File: config.mk
export PLATFORM = sky130hd
export DESIGN_NAME = uart_mem_scheduler
export DESIGN_NICKNAME = d
export VERILOG_FILES = /design/src/rtl/uart_mem_scheduler.sv
export SDC_FILE = /design/constraint.sdc
export NUM_CORES = 1
export LEC_CHECK = 0
export ABC_AREA = 0
export ABC_CLOCK_PERIOD_IN_PS = 1500
export BUFFER_PORTS_ARGS = -buffer_cell sky130_fd_sc_hd__buf_2
export CORE_MARGIN = 3
export CORE_UTILIZATION = 41
export CTS_CLUSTER_SIZE = 25
export DETAILED_ROUTE_END_ITERATION = 7
export PLACE_DENSITY = 0.78
export SLEW_MARGIN = 20
export SYNTH_ARGS = -nofsm -noshare
export SYNTH_HDL_FRONTEND = slang
export SYNTH_SLANG_ARGS = --single-unit
export TNS_END_PERCENT = 20
File: constraint.sdc
create_clock -name clk -period 1.5 [get_ports clk]
set_input_delay 0.075 -clock clk [delete_from_list [all_inputs] [get_ports clk]]
set_output_delay 0.075 -clock clk [all_outputs]
set_load 0.02 [all_outputs]
File: src/rtl/uart_mem_scheduler.sv
// Registered arbiter for the shared data-memory write port: the CPU has priority,
// and the two UART RX channels are serviced round-robin. Each received byte is followed by a marker write.
module uart_mem_scheduler #(
  parameter int unsigned ADDR_W               = 11,
  parameter int unsigned BUF_DEPTH            = 16,
  parameter logic [ADDR_W-1:0] RX0_BASE       = 11'h700,
  parameter logic [ADDR_W-1:0] RX1_BASE       = 11'h740,
  parameter logic [ADDR_W-1:0] TX0_ADDR       = 11'h7F0,
  parameter logic [ADDR_W-1:0] TX1_ADDR       = 11'h7F1,
  parameter logic [7:0]        MARK           = 8'h0C,
  localparam int unsigned      PTR_W          = $clog2(BUF_DEPTH)
) (
  input  logic              clk,
  input  logic              reset,
  input  logic [ADDR_W-1:0] cpuAddr,
  input  logic              cpuRead,
  input  logic              cpuWrite,
  input  logic [7:0]        cpuWriteData,
  input  logic              rxReady0,
  input  logic              rxReady1,
  input  logic [7:0]        rxData0,
  input  logic [7:0]        rxData1,
  input  logic              txBusy0,
  input  logic              txBusy1,
  output logic [ADDR_W-1:0] memAddr,
  output logic [7:0]        memWriteData,
  output logic              memWrite,
  output logic              rxClear0,
  output logic              rxClear1,
  output logic [7:0]        txData,
  output logic              tx0Enable,
  output logic              tx1Enable,
  output logic              cpuStall,
  output logic [PTR_W-1:0]  ptr0,
  output logic [PTR_W-1:0]  ptr1
);

  typedef enum logic [1:0] {IDLE, WR_DATA, WR_MARK} state_t;

  state_t            state_q, state_d;
  logic              ch_q, ch_d;
  logic              rr_q, rr_d;
  logic [ADDR_W-1:0] mem_addr_q, mem_addr_d;
  logic [7:0]        mem_wdata_q, mem_wdata_d;
  logic              mem_write_q, mem_write_d;
  logic              rx_clear0_q, rx_clear0_d;
  logic              rx_clear1_q, rx_clear1_d;
  logic [7:0]        tx_data_q, tx_data_d;
  logic              tx0_en_q, tx0_en_d;
  logic              tx1_en_q, tx1_en_d;
  logic              cpu_stall_q, cpu_stall_d;
  logic [PTR_W-1:0]  ptr0_q, ptr0_d;
  logic [PTR_W-1:0]  ptr1_q, ptr1_d;

  logic              tx_hit0, tx_hit1, cpu_mem, sel;
  logic [PTR_W-1:0]  next_ptr;

  assign tx_hit0 = cpuWrite && (cpuAddr == TX0_ADDR);
  assign tx_hit1 = cpuWrite && (cpuAddr == TX1_ADDR);
  assign cpu_mem = (cpuWrite || cpuRead) && (cpuAddr != TX0_ADDR) && (cpuAddr != TX1_ADDR);
  // Both ready: the round-robin bit picks; otherwise whichever channel is ready.
  assign sel      = (rxReady0 && rxReady1) ? rr_q : rxReady1;
  assign next_ptr = (ch_q ? ptr1_q : ptr0_q) + PTR_W'(1);

  always_comb begin
    state_d     = state_q;
    ch_d        = ch_q;
    rr_d        = rr_q;
    mem_addr_d  = mem_addr_q;
    mem_wdata_d = mem_wdata_q;
    mem_write_d = 1'b0;
    rx_clear0_d = 1'b0;
    rx_clear1_d = 1'b0;
    tx_data_d   = tx_data_q;
    tx0_en_d    = 1'b0;
    tx1_en_d    = 1'b0;
    cpu_stall_d = 1'b0;
    ptr0_d      = ptr0_q;
    ptr1_d      = ptr1_q;

    // Transmit launch does not touch the memory port, so it runs in every state.
    if (tx_hit0) begin
      if (txBusy0) begin
        cpu_stall_d = 1'b1;
      end else begin
        tx0_en_d  = 1'b1;
        tx_data_d = cpuWriteData;
      end
    end
    if (tx_hit1) begin
      if (txBusy1) begin
        cpu_stall_d = 1'b1;
      end else begin
        tx1_en_d  = 1'b1;
        tx_data_d = cpuWriteData;
      end
    end

    case (state_q)
      IDLE: begin
        if (cpu_mem) begin
          mem_addr_d  = cpuAddr;
          mem_wdata_d = cpuWriteData;
          mem_write_d = cpuWrite;
        end else if (rxReady0 || rxReady1) begin
          if (rxReady0 && rxReady1) rr_d = ~rr_q;
          ch_d        = sel;
          mem_write_d = 1'b1;
          mem_addr_d  = sel ? (RX1_BASE + ADDR_W'(ptr1_q)) : (RX0_BASE + ADDR_W'(ptr0_q));
          mem_wdata_d = sel ? rxData1 : rxData0;
          rx_clear0_d = ~sel;
          rx_clear1_d = sel;
          state_d     = WR_DATA;
        end
      end
      WR_DATA: begin
        if (ch_q) ptr1_d = next_ptr;
        else      ptr0_d = next_ptr;
        mem_write_d = 1'b1;
        mem_addr_d  = (ch_q ? RX1_BASE : RX0_BASE) + ADDR_W'(next_ptr);
        mem_wdata_d = MARK;
        // The next cycle is still busy with the marker, so hold the CPU off.
        if (cpu_mem) cpu_stall_d = 1'b1;
        state_d = WR_MARK;
      end
      WR_MARK: state_d = IDLE;
      default: state_d = IDLE;
    endcase
  end

  always_ff @(posedge clk) begin
    if (reset) begin
      state_q     <= IDLE;
      ch_q        <= 1'b0;
      rr_q        <= 1'b0;
      mem_addr_q  <= '0;
      mem_wdata_q <= '0;
      mem_write_q <= 1'b0;
      rx_clear0_q <= 1'b0;
      rx_clear1_q <= 1'b0;
      tx_data_q   <= '0;
      tx0_en_q    <= 1'b0;
      tx1_en_q    <= 1'b0;
      cpu_stall_q <= 1'b0;
      ptr0_q      <= '0;
      ptr1_q      <= '0;
    end else begin
      state_q     <= state_d;
      ch_q        <= ch_d;
      rr_q        <= rr_d;
      mem_addr_q  <= mem_addr_d;
      mem_wdata_q <= mem_wdata_d;
      mem_write_q <= mem_write_d;
      rx_clear0_q <= rx_clear0_d;
      rx_clear1_q <= rx_clear1_d;
      tx_data_q   <= tx_data_d;
      tx0_en_q    <= tx0_en_d;
      tx1_en_q    <= tx1_en_d;
      cpu_stall_q <= cpu_stall_d;
      ptr0_q      <= ptr0_d;
      ptr1_q      <= ptr1_d;
    end
  end

  assign memAddr      = mem_addr_q;
  assign memWriteData = mem_wdata_q;
  assign memWrite     = mem_write_q;
  assign rxClear0     = rx_clear0_q;
  assign rxClear1     = rx_clear1_q;
  assign txData       = tx_data_q;
  assign tx0Enable    = tx0_en_q;
  assign tx1Enable    = tx1_en_q;
  assign cpuStall     = cpu_stall_q;
  assign ptr0         = ptr0_q;
  assign ptr1         = ptr1_q;

endmodule

==> results of run 1 <==
[repair_timing]
action | CTS | global route
hold buffers | 2 | 0
hold endpoints to repair | 1 | 0
gates resized for setup | 7 | 29
pin swaps | 3 | 12
endpoints found under the setup margin | 17 | 24
buffers inserted | 0 | 3
[cells in the final DEF, fill, tap and decap left out, types with 2 or more instances in the layout]
cell and instances:
a21oi_1 14, xor2_1 2, xnor2_2 2, nand3_1 4
mux2i_1 14, nand4_1 2, a32oi_1 2, nor2_1 25
buf_2 83, dlygate4sd3_1 2, nor2_2 3, a311oi_1 3
mux2i_4 3, inv_2 2, nand3_2 2, o2bb2ai_1 6
nor3b_1 2, buf_6 6, a21oi_2 3, inv_1 3
a221o_1 6, a211oi_1 3, nor4_1 4, clkbuf_8 6
o221ai_1 2, nor3_1 6, a21o_1 3, buf_4 27
dfxtp_1 44, nand2_1 18, o21ai_0 15
[through the flow]
stage                     area (µm²)  hold slack, ps
after floorplan                 2070             150
after global placement          2700             259
after detailed placement        2700             262
after CTS                       2830            29.8
after global routing            2990            35.8
final                           2990            29.9
[sequential cells by signal, summed over array words and instances, names as in the netlist]
register	cells
tx0Enable	1
rxClear0	1
ch_q	1
memWriteData	8
rxClear1	1
state_q	2
cpuStall	1
memAddr	11
memWrite	1
txData	8
ptr0	4
ptr1	4
rr_q	1
tx1Enable	1
[where the power goes]
part	internal (mW)	switching [mW]	total, mW	leakage (nW)
combinational	0.200	0.267	0.467	0.987
clock	0.366	0.397	0.763	0.0443
sequential	1.25	0.0326	1.28	0.369
total	1.81	0.697	2.51	1.40
[area by class of cell]
| class | count | area (µm²) | area share, % |
|---|---|---|---|
| timing repair buffer | 118 | 706 | 23.6 |
| inverter | 5 | 18.8 | 0.628 |
| multi-input combinational | 165 | 1190 | 39.8 |
| sequential | 45 | 905 | 30.3 |
| tap | 67 | 83.8 | 2.81 |
| clock buffer | 7 | 86.3 | 2.89 |
[cells by family (layout without fill, tap and decap cells)]
logic type / count (synthesis) / in the layout / synth area share, %
buffers and inverters: 22 / 130 / 5.04
AO/OA/AOI/OAI: 64 / 64 / 21.7
flip-flops: 45 / 45 / 43.7
multiplexers: 18 / 18 / 8.74
XOR/XNOR: 5 / 5 / 2.12
adder cells (fa/ha/maj): 1 / 1 / 0.607
AND/OR/NAND/NOR: 77 / 77 / 18.1
[worst max-delay path by stage]
stage	startpoint	endpoint	slack, ps	cells after the start
2_1_floorplan	cpuAddr[1]	txData[7]$_SDFF_PP0_	-110	6
3_5_place_dp	cpuAddr[1]	txData[0]$_SDFF_PP0_	-380	6
5_1_grt	cpuAddr[1]	memAddr[2]$_SDFFE_PP0P_	-210	8
6_report	cpuAddr[1]	memAddr[2]$_SDFFE_PP0P_	-120	8
3_3_place_gp	cpuAddr[1]	txData[5]$_SDFF_PP0_	-310	6
4_1_cts	ch_q$_SDFFE_PP0P_	memAddr[3]$_SDFFE_PP0P_	-50	6
[worst max-delay path: stages]
cell and delay [ps]:
buf_2 100, or4b_4 570, o31ai_4 270, buf_6 160, buf_6 110, o21ai_0 70
a21o_1 200, a211oi_1 260
[routing by layer]
metal	part of all wire (%)	track usage (%)	wire, µm
met1	44	26.7	2770
met4	0.90	5.25	57
met5	0	0	0
met3	5.7	4.69	363
met2	50	33.9	3150
==> impl_metrics.toml, run 1 <==
[global_routing]
antenna_found_initial = 0
grt_max_degree = 22
grt_first_pass_wirelength_um = 9770
grt-ovfl-total = 0
grt_pass1_vias = 2069
groute.usage.overall_pct = 20.4

[critical_path]
r2r-start = "ch_q$_SDFFE_PP0P_"
reg2reg_to = "memAddr[2]$_SDFFE_PP0P_"
r2r_slack_ps = -100
worst-setup-path-type = "input port to flip-flop"
start_kind = "input port"
arrival_ps = 1820
critical_path.max_fanout = 7
cp.required_ps = 1700
endpoint_kind = "flip-flop"
r2r_cells = 6

[sta]
final_max_slew_viol_count = 0
worst_slew_pin_slew_ps = 510
setup_ws_ps = -122
fmax_ghz = 0.617
rsz0062_at_grt = "yes"
fin_crit_sh_pct = 108
fin_skew_ps = 11.9
hold_viol = 0
worst_slew_margin_rel_pct = 66.0
setup_viol = 7
finalCriticalPeriod_ps = 1620
tns_ps = -316

[synth]
yosys_warnings = 0
yosys-top-cells-area = "dfxtp_1 44%, mux2i_1 8.7%, nor2_1 4.9%, a21oi_1 4.1%, nand2_1 3.6%"
netlist_area_mm2 = 0.00206
yosysSeqAreaShare_pct = 43.7
synth_edf_count = 0
ys_ff_latch = 45
synth-main-ff-cell = "dfxtp_1"
yosysMostFrequentCell = "dfxtp_1"
yosysUniqueCellTypes = 39
async_flop_share_pct = 0
ys_top_cells_by_count = "45 x dfxtp_1, 27 x nor2_1, 20 x nand2_1, 18 x mux2i_1, 17 x a21oi_1"
syn_nets = 276
synth_top_area_cell = "dfxtp_1"
avgSynthCellArea_um2 = 8.89
syn-instance-count = 232
synth_top_area_share_pct = 43.7

[die]
die_h_um = 76.9
die_w_um = 76.9
initial_core_util_pct = 43.1
rows = 25
core-area_mm2 = 0.00479
io_pins = 84
die_area_mm2 = 0.00592

[cells_and_area]
stdcell_count = 407
diodes = 0
fillers = 419
area_growth_pct = 44.8
drive_gt1_share_pct = 44.1
nNetsFinal = 384
final_util_pct = 62.4

[cts]
cts_buffers = 5
path_clk_slew_ps = 90
cts_buffer_depth = 2
cts_tree = "built"
cts_sinks = 45
clockRootBuffer = "clkbuf_8"
clock_latency_ps = 300
cts.htree.levels = 2

[place]
portBuffers = 83
pre_cts_slack_ps = -377
dpl.hpwl_um = 4560
place_congestion = 0.823
dp.cells = 395

[hold_path]
hp-class = "input port to flip-flop"
holdPathStages = 3
holdPathEnd = "txData[7]$_SDFF_PP0_"
min_from = "cpuWriteData[7]"

[pwr]
fin_total_pwr_mw = 2.51
peakVddDrop_mv = 0.434
p_leak_nw = 1.40
p_per_area_mw_per_mm2 = 840

[run_status]
violations = "setup timing"
status = "finished with violations"

[route]
drt_pass1_iterations = 5
drc = 0
drt_iter0_markers = 193
vias = 2180
drtAntennaViolNets = 0
drt_wl_total_um = 6340
wl_per_cell_um = 15.6
vias_per_cell = 5.36

[run]
cap_violations = 0
Power figures use the tool's default switching activity.
==> run 2, diff against run 1 <==
Settings changed: PLACE_DENSITY 0.78 to 0.74, TNS_END_PERCENT 20 to 1.
==> impl_metrics.toml, run 2 (synthesis gave the netlist of run 1 again) <==
[critical_path]
max_stage_delay_ps = 570
cp.required_ps = 1720
cp_cell_sequence = "buf_2 > or4b_4 > o31ai_4 > buf_4 > buf_6 > o21ai_0 > a21o_1 > a211oi_1"
arrival_ps = 1770
endpoint_kind = "flip-flop"
start_kind = "input port"
critical_path.max_fanout = 5
worst-setup-path-type = "input port to flip-flop"
critPathSlowestCell = "or4b_4"
r2r_slack_ps = -60

[sta]
setup_ws_ps = -55.0
tns_ps = -194
setup_viol = 8
worst_slew_margin_rel_pct = 66.1
fin_skew_ps = 4.21
fin_crit_sh_pct = 104
hold_viol = 0
fin_hold_ws_ps = 38.8
final_max_slew_viol_count = 0
finalCriticalPeriod_ps = 1560
fmax_ghz = 0.643
rsz0062_at_grt = "yes"
worst_slew_pin_slew_ps = 509

[route]
drt_iter0_markers = 143
vias = 2136
drt_pass1_iterations = 4
drt_wl_total_um = 6020
wl_per_cell_um = 14.7
vias_per_cell = 5.22
drtAntennaViolNets = 0
drc = 0

[place]
portBuffers = 83
place_congestion = 0.829
dp.cells = 395
dpl.hpwl_um = 4480

[pwr]
peakVddDrop_mv = 0.414
p_per_area_mw_per_mm2 = 872
p_leak_nw = 1.37

[cells_and_area]
stdcell_count = 409
final_cell_mix = "83 x buf_2, 44 x dfxtp_1, 31 x buf_4"
drive_gt1_share_pct = 41.8
final_common_cell = "buf_2"
largest_reg_flops = 11
area_growth_pct = 42.4
final_util_pct = 61.4
nNetsFinal = 385
diodes = 0

[run]
cap_violations = 0

[global_routing]
grt-ovfl-total = 0
grt_max_degree = 20
grt_first_pass_wirelength_um = 9540
antenna_found_initial = 0
groute.usage.overall_pct = 20.0
grt_pass1_vias = 2055

[die]
core-area_mm2 = 0.00479
rows = 25
die_h_um = 76.9
die_w_um = 76.9
die_area_mm2 = 0.00592
initial_core_util_pct = 43.1
io_pins = 84

[cts]
clock_latency_ps = 300
cts_sinks = 45
clockRootBuffer = "clkbuf_8"
cts.htree.levels = 2
cts_buffers = 5
cts_buffer_depth = 2
cts_tree = "built"
path_clk_slew_ps = 80

[hold_path]
hp-class = "input port to flip-flop"

[run_status]
violations = "setup timing"
status = "finished with violations"
run 2: power by group:
group | internal, mW | leakage [nW] | switching (mW)
Clock | 0.417 | 0.0542 | 0.409
Combinational | 0.199 | 0.948 | 0.259
Sequential | 1.25 | 0.369 | 0.0308
run 2: area by class of cell:
| type | count | area (µm²) |
|---|---|---|
| inverters | 5 | 18.8 |
| multi-input cells | 165 | 1130 |
| clock buffers | 7 | 96.3 |
| fillers | 414 | 1850 |
| well taps | 67 | 83.8 |
| clock inverters | 1 | 5.00 |
| repair buffers | 119 | 702 |
| flip-flops and latches | 45 | 905 |
run 2: per-layer routing:
layer / GRT usage, % / part of all wire (%) / vias up / wire, µm
met2: 33.6 / 49 / 74 / 2940
met5: 0 / 0 / - / 0
li1: - / - / 1056 / -
met1: 24.7 / 44 / 997 / 2640
met4: 7.43 / 1.5 / 0 / 91
met3: 4.69 / 5.8 / 9 / 348
run 2: critical path, delay by kind of cell:
kind | cells | cell delay (ps)
AO/OA/AOI/OAI | 4 | 740
buffers and inverters | 3 | 380
AND/OR/NAND/NOR | 1 | 570
run 2: repair_timing:
| item | CTS | global route |
|---|---|---|
| setup buffers | 1 | 3 |
| hold buffers | 2 | 0 |
| endpoints found under the hold margin | 1 | 0 |
| pin swaps | 2 | 9 |
| endpoints found under the setup margin | 14 | 32 |
| resized for setup | 11 | 9 |
run 2: worst paths after layout:
kind | from | endpoint | depth (start not counted)
max reg2reg | ch_q$_SDFFE_PP0P_ | memAddr[3]$_SDFFE_PP0P_ | 6
min reg2reg | memAddr[5]$_SDFFE_PP0P_ | memAddr[5]$_SDFFE_PP0P_ | 2
min | cpuWriteData[4] | txData[4]$_SDFF_PP0_ | 3
max | cpuAddr[2] | memAddr[2]$_SDFFE_PP0P_ | 8
run 2: through the flow:
stage	setup WS [ps]	cell area (µm²)	power (mW)
floorplan	-107	2070	1.54
global placement	-313	2700	1.73
detailed placement	-347	2700	1.73
CTS	-32.3	2880	2.57
global route	-136	2940	2.66
finish	-55.0	2940	2.56
==> run 3, diff against run 2 <==
==> constraint.sdc (replaced) <==
create_clock -name clk -period 1.5 [get_ports clk]
set_input_delay 0.15 -clock clk [delete_from_list [all_inputs] [get_ports clk]]
set_output_delay 0.15 -clock clk [all_outputs]
set_load 0.02 [all_outputs]
==> impl_metrics.toml, run 3 (synthesis gave the netlist of run 1 again) <==
[critical_path]
crit_cells = 8
r2r_cells = 8
cp_cell_sequence = "buf_6 > or4b_4 > o31ai_4 > buf_6 > buf_6 > nand2_1 > a211o_1 > a21oi_1"
critPathLaunch = "cpuAddr[1]"
cp.required_ps = 1730
r2r-start = "ch_q$_SDFFE_PP0P_"
critical_path.max_fanout = 7
start_kind = "input port"
reg2reg_to = "ptr1[2]$_SDFFE_PP0P_"
endpoint_kind = "flip-flop"
critPathTopFamily = "compound AO/OA/AOI/OAI gates"
path_buf_inv = 3
arrival_ps = 1800
r2r_slack_ps = -10
worst-setup-path-type = "input port to flip-flop"
critPathSlowestCell = "or4b_4"
max_stage_delay_ps = 560
worst_path_most_repeated_cell = "buf_6"
critPathCapture = "memAddr[6]$_SDFFE_PP0P_"

[global_routing]
grt_max_degree = 20
groute.usage.overall_pct = 20.0
grt_pass1_vias = 1969
antenna_found_initial = 0
grt_first_pass_wirelength_um = 9580
grt-ovfl-total = 0

[cts]
path_clk_slew_ps = 80
hold_buffers = 0
clock_latency_ps = 300
clockRootBuffer = "clkbuf_8"
cts_buffers = 5
cts_tree = "built"
cts_sinks = 45
cts.htree.levels = 2
cts_buffer_depth = 2

[die]
die_h_um = 76.9
die_area_mm2 = 0.00592
core-area_mm2 = 0.00479
die_w_um = 76.9
rows = 25
io_pins = 84
initial_core_util_pct = 43.1

[sta]
tns_ps = -404
fmax_ghz = 0.637
rsz0062_at_grt = "yes"
finalCriticalPeriod_ps = 1570
fin_skew_ps = 7.06
setup_ws_ps = -68.6
fin_crit_sh_pct = 105
setup_viol = 15
hold_viol = 0
fin_hold_ws_ps = 24.1
worst_slew_pin_slew_ps = 530
final_max_slew_viol_count = 0
worst_slew_margin_rel_pct = 64.7

[run_status]
status = "finished with violations"
violations = "setup timing"

[cells_and_area]
final_cell_mix = "81 x buf_2, 44 x dfxtp_1, 29 x buf_4"
final_common_cell = "buf_2"
diodes = 0
largest_reg_flops = 11
nNetsFinal = 382
drive_gt1_share_pct = 41.6
area_growth_pct = 41.6

[pwr]
p_leak_nw = 1.35
combPwrFrac_pct = 18.6
peakVddDrop_mv = 0.456
p_clk_share_pct = 29.5
fin_total_pwr_mw = 2.46
internal_power_mw = 1.78
sw_frac_of_total_pct = 27.8
pwr-share-seq_pct = 51.9
p_switching_mw = 0.685
p_per_area_mw_per_mm2 = 843

[route]
drtAntennaViolNets = 0
drt_pass1_iterations = 4
vias = 2130
drc = 0
wl_per_cell_um = 14.6
drt_wl_total_um = 5930
vias_per_cell = 5.25
drt_iter0_markers = 113

[hold_path]
holdPathStages = 2
hp-class = "input port to flip-flop"

[run]
cap_violations = 0

[place]
pre_cts_slack_ps = -413
place_congestion = 0.843
dpl.hpwl_um = 4500
portBuffers = 83
run 3: changes by cell type in the layout (fill, tap and decap cells not counted), moves of 2 or more:
cell,delta
buf_6,+3
o21ai_1,+2
mux2i_2,-2
o21ai_0,-2
o221ai_2,+2
dlygate4sd3_1,-2
clkbuf_1,+3
buf_2,-2
clkbuf_8,-2
a21oi_2,+2
buf_4,-2
o221ai_1,-2
a21oi_1,-2
run 3: timing repair:
item / in CTS / in global routing
buffers inserted: 0 / 1
resized for setup: 9 / 19
cloned: 0 / 0
pin swaps: 2 / 8
setup endpoints to repair: 20 / 35
run 3: power groups by stage:
stage / Clock [mW] / Combinational (mW) / Sequential [mW]
2_1_floorplan: 0 / 0.181 / 1.36
3_3_place_gp: 0 / 0.426 / 1.30
3_5_place_dp: 0 / 0.430 / 1.30
4_1_cts: 0.733 / 0.436 / 1.28
5_1_grt: 0.793 / 0.497 / 1.28
6_report: 0.727 / 0.458 / 1.28
run 3: metal layers:
layer | up-vias | track usage (%) | wire [µm] | part of all wire, %
met4 | 0 | 4.89 | 65 | 1.1
met3 | 6 | 5.28 | 374 | 6.3
li1 | 1049 | - | - | -
met2 | 69 | 33.2 | 2920 | 49
met5 | - | 0 | 0 | 0
met1 | 1006 | 25.9 | 2580 | 43
run 3: through the flow:
stage	std cells	instance area [µm²]	util, %
6_report	406	2920	61.0
5_1_grt	406	2920	61.0
4_1_cts	405	2830	59.2
3_5_place_dp	397	2720	56.8
3_3_place_gp	397	2720	56.8
2_1_floorplan	232	2070	-
run 3: worst register-to-register path: cells and delay by family (launching register included):
| family | cells | cell delay [ps] |
|---|---|---|
| adder cells (fa/ha/maj) | 1 | 160 |
| buffers and inverters | 3 | 330 |
| flip-flops | 1 | 380 |
| XOR/XNOR | 1 | 150 |
| AND/OR/NAND/NOR | 1 | 60 |
| multiplexers | 1 | 240 |
| AO/OA/AOI/OAI | 1 | 130 |
run 3: final cells by class:
cell class                      instances  area (µm²)
Sequential cell                        45         905
Inverter                                5        18.8
Clock buffer                            8        80.1
Tap cell                               67        83.8
Multi-Input combinational cell        165        1140
Timing Repair Buffer                  116         691
Fill cell                             423        1870
run 3: worst min path at each step:
stage	from	end	slack, ps
floorplan	cpuAddr[0]	tx0Enable$_SDFF_PP0_	230
global placement	txBusy0	tx0Enable$_SDFF_PP0_	330
detailed placement	txBusy0	tx0Enable$_SDFF_PP0_	340
CTS	txBusy0	tx0Enable$_SDFF_PP0_	20
global route	txBusy0	tx0Enable$_SDFF_PP0_	40
finish	txBusy0	tx0Enable$_SDFF_PP0_	20
